$ cat src/rtl/opb_register_ppc2simulink_sc.sv
// OPB slave control register (PPC -> fabric): byte-enabled writes, ack one cycle after select, update strobe one cycle later.
// Define OPB_PPC2SL_READBACK_EN to return the register on reads; otherwise reads are acked with zero data.
module opb_register_ppc2simulink_sc #(
   parameter logic [31:0] C_BASEADDR    = 32'h01008A00,
   parameter logic [31:0] C_HIGHADDR    = 32'h01008AFF,
   parameter int          C_OPB_AWIDTH  = 32,
   parameter int          C_OPB_DWIDTH  = 32,
   parameter              C_FAMILY      = "virtex5",
   parameter logic [31:0] C_RESET_VALUE = 32'h00000000
) (
   input  logic                    OPB_Clk,
   input  logic                    OPB_Rst,
   input  logic [0:C_OPB_AWIDTH-1] OPB_ABus,
   input  logic [0:3]              OPB_BE,
   input  logic [0:C_OPB_DWIDTH-1] OPB_DBus,
   input  logic                    OPB_RNW,
   input  logic                    OPB_select,
   input  logic                    OPB_seqAddr,
   output logic [0:C_OPB_DWIDTH-1] Sl_DBus,
   output logic                    Sl_xferAck,
   output logic                    Sl_errAck,
   output logic                    Sl_retry,
   output logic                    Sl_toutSup,
   output logic [31:0]             user_data_out,
   output logic                    user_data_valid
);

   typedef enum logic [1:0] {IDLE, ACK, RECOVER} state_t;

   localparam logic [31:0] addr_mask = ~(C_HIGHADDR - C_BASEADDR);

   state_t                  state;
   logic [0:3]              be_q;
   logic [0:C_OPB_DWIDTH-1] dbus_q;
   logic                    rnw_q;
   logic                    hit;

   // Burst hints and the family string have no effect on a single register.
   wire unused_ok = &{1'b0, OPB_seqAddr, C_FAMILY[0]};

   assign hit        = (OPB_ABus & addr_mask) == C_BASEADDR;
   assign Sl_errAck  = 1'b0;
   assign Sl_retry   = 1'b0;
   assign Sl_toutSup = 1'b0;

   always_ff @(posedge OPB_Clk or posedge OPB_Rst) begin
      if (OPB_Rst) begin
         state           <= IDLE;
         be_q            <= '0;
         dbus_q          <= '0;
         rnw_q           <= 1'b0;
         Sl_xferAck      <= 1'b0;
         Sl_DBus         <= '0;
         user_data_out   <= C_RESET_VALUE;
         user_data_valid <= 1'b0;
      end else begin
         Sl_xferAck      <= 1'b0;
         Sl_DBus         <= '0;
         user_data_valid <= 1'b0;
         case (state)
            IDLE: begin
               if (OPB_select && hit) begin
                  be_q       <= OPB_BE;
                  dbus_q     <= OPB_DBus;
                  rnw_q      <= OPB_RNW;
                  Sl_xferAck <= 1'b1;
`ifdef OPB_PPC2SL_READBACK_EN
                  if (OPB_RNW)
                     Sl_DBus <= user_data_out;
`endif
                  state      <= ACK;
               end
            end
            ACK: begin
               // A master that drops select during the ack cycle has aborted.
               if (OPB_select && !rnw_q) begin
                  for (int k = 0; k < 4; k++)
                     if (be_q[k])
                        user_data_out[31-8*k -: 8] <= dbus_q[8*k +: 8];
                  user_data_valid <= |be_q;
               end
               state <= RECOVER;
            end
            RECOVER: state <= IDLE;
            default: state <= IDLE;
         endcase
      end
   end

endmodule
$ cat config.mk
export PLATFORM = sky130hd
export DESIGN_NAME = opb_register_ppc2simulink_sc
export DESIGN_NICKNAME = d
export VERILOG_FILES = /design/src/rtl/opb_register_ppc2simulink_sc.sv
export SDC_FILE = /design/constraint.sdc
export NUM_CORES = 1
export LEC_CHECK = 0
export ABC_AREA = 1
export BUFFER_PORTS_ARGS = -buffer_cell sky130_fd_sc_hd__buf_2
export CELL_PAD_IN_SITES_DETAIL_PLACEMENT = 1
export CELL_PAD_IN_SITES_GLOBAL_PLACEMENT = 1
export CORE_UTILIZATION = 34
export CTS_CLUSTER_DIAMETER = 100
export DETAILED_ROUTE_END_ITERATION = 16
export PLACE_DENSITY = 0.9
export REMOVE_ABC_BUFFERS = 1
export SLEW_MARGIN = 10
export SYNTH_ARGS = -nofsm -noshare
export SYNTH_HDL_FRONTEND = slang
export SYNTH_SLANG_ARGS = --single-unit
$ cat constraint.sdc
create_clock -name OPB_Clk -period 3.4 [get_ports OPB_Clk]
set_clock_uncertainty 0.2 [all_clocks]
set_input_delay 0.85 -clock OPB_Clk [delete_from_list [all_inputs] [get_ports OPB_Clk]]
set_output_delay 0.85 -clock OPB_Clk [all_outputs]
set_load 0.03 [all_outputs]
# After elaboration in Yosys (flattened, before gate mapping)
# Cells that the tools add are included.
word_totals:
  n_memories: 0
  input_bits: 73
  mem_bits_ro: 0
  ram_bits: 0
  ff_bits: 73
  out_inout_bits: 69
  latch_bits: 0
classes:
  mul: 0
  bitwise: 0
  shift: 0
  eq_ne: 3
  muxes: 6
  order_cmp: 0
  div: 0
  n_addsub: 0
  n_reduce_logical: 10
op_table:
  columns: ["cell", "count"]
  rows:
  - ["$eq A24 B17 Y1 const B", 1]
  - ["$reduce_and A3 Y1", 4]
  - ["$mux W1", 4]
  - ["$pmux W2 S2", 1]
  - ["$reduce_or A4 Y1", 1]
  - ["$eq A2 B1 Y1 const B", 1]
  - ["$logic_and A1 B1 Y1", 2]
  - ["$logic_not A2 Y1", 1]
  - ["$mux W2", 1]
  - ["$ne A2 B2 Y1 const B", 1]
  - ["$reduce_and A2 Y1", 1]
  - ["$logic_not A1 Y1", 1]

# Depth between registers and ports, before layout
depth:
  ltp_word: 4
  mapped_depth: 10
  depth_no_buf: 8

# Worst setup path after synthesis
# OpenSTA, ideal clock, no wires.
synth_path:
  path_kind: "input to register"
  startpoint: "input OPB_ABus[6] (netlist name)"
  endpoint: "register dbus_q[14] (netlist name)"
  arrival_time_ps: 1658
  slack_ps: 1426
  n_path_buf: 2
  cell_stages: 10
  path_cell_list: "inv_1 nand2_1 nor2_1 nand2_1 nor2_1 nand3_1 buf_4 buf_6 nand2_1 nand2_1"
synth_between:
  elab_chain_len: 3
synth_lines:
  columns: ["item", "line_no", "rtl"]
  rows:
  - ["from (decl)", "13", "input logic [0:C_OPB_AWIDTH-1] OPB_ABus,"]
  - ["$eq A24 B17 Y1", "41", "assign hit = (OPB_ABus & addr_mask) == C_BASEADDR;"]
  - ["$logic_and A1 B1 Y1", "62", "if (OPB_select && hit) begin"]
  - ["$reduce_and A2 Y1 (no source line)", null, null]
  - ["to (signal assigned)", "64", "dbus_q <= OPB_DBus;"]
  - ["to (decl)", "34", "logic [0:C_OPB_DWIDTH-1] dbus_q;"]
# No other way between the ends.
# A chain may end at the register's enable or synchronous reset.

# Worst setup path after layout
layout_path:
  startpoint: "input OPB_ABus[1] (netlist name)"
  endpoint: "register dbus_q[0] (netlist name)"
# The elaborated chain is that of the path after synthesis.

==> results.json <==
{
  "status": "complete, no violations",
  "start_kind": "input port",
  "hold_path_class": "in -> async",
  "rsz0062_at_grt": "no",
  "dieArea_mm2": 0.0101,
  "drt-vias-per-instance": 4.45,
  "fin_crit_ps": 2250,
  "multi_input_area_mm2": 0.00117,
  "finalSetupViolCount": 0,
  "vias": 2757,
  "grt_max_degree": 40,
  "synth_cell_types": 15,
  "cts_buffers": 9,
  "cts_sinks": 73,
  "worstSetupEndpointType": "register",
  "hold_viol": 0,
  "ios": 142,
  "power_density_mw_per_mm2": 467,
  "fin_tns_setup_ps": 0,
  "die_y_um": 100,
  "synth_cells": 388,
  "yosysSeqAreaShare": 0.555,
  "required_ps": 3470,
  "yosys_warnings": 0,
  "antenna_found_initial": 0,
  "gp_congestion": 0.704,
  "p_clk_frac": 0.478,
  "grt_pass1_vias": 2912,
  "dr.pass1.iters": 4,
  "fillers": 1184,
  "gr-total-overflow": 0,
  "rows": 35,
  "clk_latency_ps": 340,
  "final_antenna_net_count": 0,
  "area_growth_pct": 22.4,
  "cts_resized": 0,
  "power.leakage_nw": 2.44,
  "vdd_drop_max_uv": 171,
  "min_period_over_period": 0.663,
  "cts_tree": "yes",
  "clock_path_buffers": 2,
  "layout-drive-gt1-share": 0.253,
  "rrSetupSlack_ps": 1320,
  "diodes": 0,
  "setup_slack_ps": 1150,
  "hpwl_um": 5790,
  "path_clk_slew_ps": 80,
  "cts-root-buf": "clkbuf_8",
  "criticalPathCategory": "in -> reg",
  "holdBufCountCts": 0,
  "cp_data_arrival_time_ps": 2320,
  "portBuffers": 97,
  "htree_levels": 3,
  "hold_ws_ps": 259,
  "drc": 0,
  "place_ws_ps": 773,
  "fmax_mhz": 444,
  "wl_per_cell_um": 12.8,
  "final_max_slew_viol_count": 0,
  "pwr-share-comb": 0.061,
  "post-cts-setup-buffers": 0,
  "initial_core_util": 0.353,
  "fin_nets": 559,
  "p_seq_frac": 0.461,
  "tightest_slew_ps": 855,
  "wirelength_um": 7920,
  "core_area_mm2": 0.00933,
  "switching_share": 0.222,
  "regArea_mm2": 0.00183,
  "syn_area_mm2": 0.00329,
  "synth_seq_cells": 73,
  "cp_max_fo": 37,
  "grt_pass1_wl_um": 13500,
  "grtUsageTotal": 0.172,
  "die_w_um": 100,
  "p_sw_mw": 0.418,
  "final_core_util": 0.432,
  "avgSynthCellArea_um2": 8.49,
  "drt_iter0_markers": 49,
  "slew-limit-headroom": 0.428,
  "cap_violations": 0,
  "p_int_mw": 1.47
}
flip-flops by register name, summed over array words and instances, names as in the netlist:
name / flops
user_data_out: 32
state: 2
rnw_q: 1
user_data_valid: 1
be_q: 4
dbus_q: 32
Sl_xferAck: 1
placed cells by master (no fill, tap or decap), drive strengths merged:
| cell | count |
|---|---|
| conb | 35 |
| dfrtp | 73 |
| buf | 102 |
| inv | 22 |
| nor2 | 21 |
| bufinv | 4 |
| clkinv | 1 |
| a41oi | 1 |
| nand3b | 1 |
| clkbuf | 10 |
| nand3 | 40 |
| o21ai | 32 |
| nand2 | 149 |
cell type report:
type | count | area share
well taps | 129 | 0.0400
clock buffers | 10 | 0.0317
repair buffers | 102 | 0.130
flip-flops and latches | 73 | 0.453
inverters | 21 | 0.0199
multi-input cells | 279 | 0.291
clock inverters | 6 | 0.0341
synthesized netlist by cell type:
| library cell | n | share of area |
|---|---|---|
| nor2_1 | 18 | 0.021 |
| nand2_1 | 149 | 0.17 |
| buf_4 | 36 | 0.082 |
| nor2_2 | 2 | 0.0038 |
| o21ai_0 | 32 | 0.049 |
| inv_1 | 21 | 0.024 |
| conb_1 | 1 | 0.0011 |
| a41oi_1 | 1 | 0.0027 |
| nand3b_2 | 1 | 0.0034 |
| nor2_4 | 1 | 0.0034 |
| nand3_1 | 40 | 0.061 |
| buf_2 | 3 | 0.0046 |
| dfrtp_1 | 73 | 0.55 |
| clkbuf_1 | 6 | 0.0068 |
| buf_6 | 4 | 0.014 |
worst max-delay path, cell delays in order:
cell and delay (ps):
buf_2 90, inv_1 50, nand2_1 60, nor2_1 130, nand3_1 130, nor2_4 690, nand3_1 180, nand2_1 130
path summary, 6_finish.rpt:
check,from,depth (start not counted),to
worst max-delay path,OPB_ABus[1],8,dbus_q[0]
worst min-delay path,OPB_Rst,2,user_data_out[7]
worst max register to register,state[1],6,user_data_out[23]
worst min register to register,rnw_q,2,rnw_q
max in group asynchronous,OPB_Rst,3,user_data_out[6]
min in group OPB_Clk,rnw_q,2,rnw_q
kinds of logic after synthesis:
| logic type | synth area share |
|---|---|
| AOI/OAI and AO/OA | 0.0513 |
| buffers and inverters | 0.131 |
| DFF | 0.555 |
| other | 0.00114 |
| and+or+nand+nor | 0.262 |
power groups by stage:
stage | Clock, mW | Sequential (mW) | Combinational [mW]
floorplan | 0 | 0.885 | 0.0703
global placement | 0 | 0.885 | 0.114
detailed placement | 0 | 0.885 | 0.117
CTS | 0.929 | 0.867 | 0.117
global route | 0.957 | 0.867 | 0.128
finish | 0.900 | 0.867 | 0.115
metrics by stage:
step	cell area, µm²	std cells	power [mW]
floorplan	3070	373	0.955
global route	4030	620	1.95
global placement	3770	604	0.998
finish	4030	620	1.88
CTS	4030	620	1.91
detailed placement	3770	604	1.00
layer usage:
metal,global-route usage,wire [µm],vias up
met1,0.200,3410,1337
met3,0.0453,391,5
met5,0,0,-
met4,0.0502,68,0
li1,-,-,1339
met2,0.312,4050,76
No activity file was read; power rests on OpenSTA's default activity.
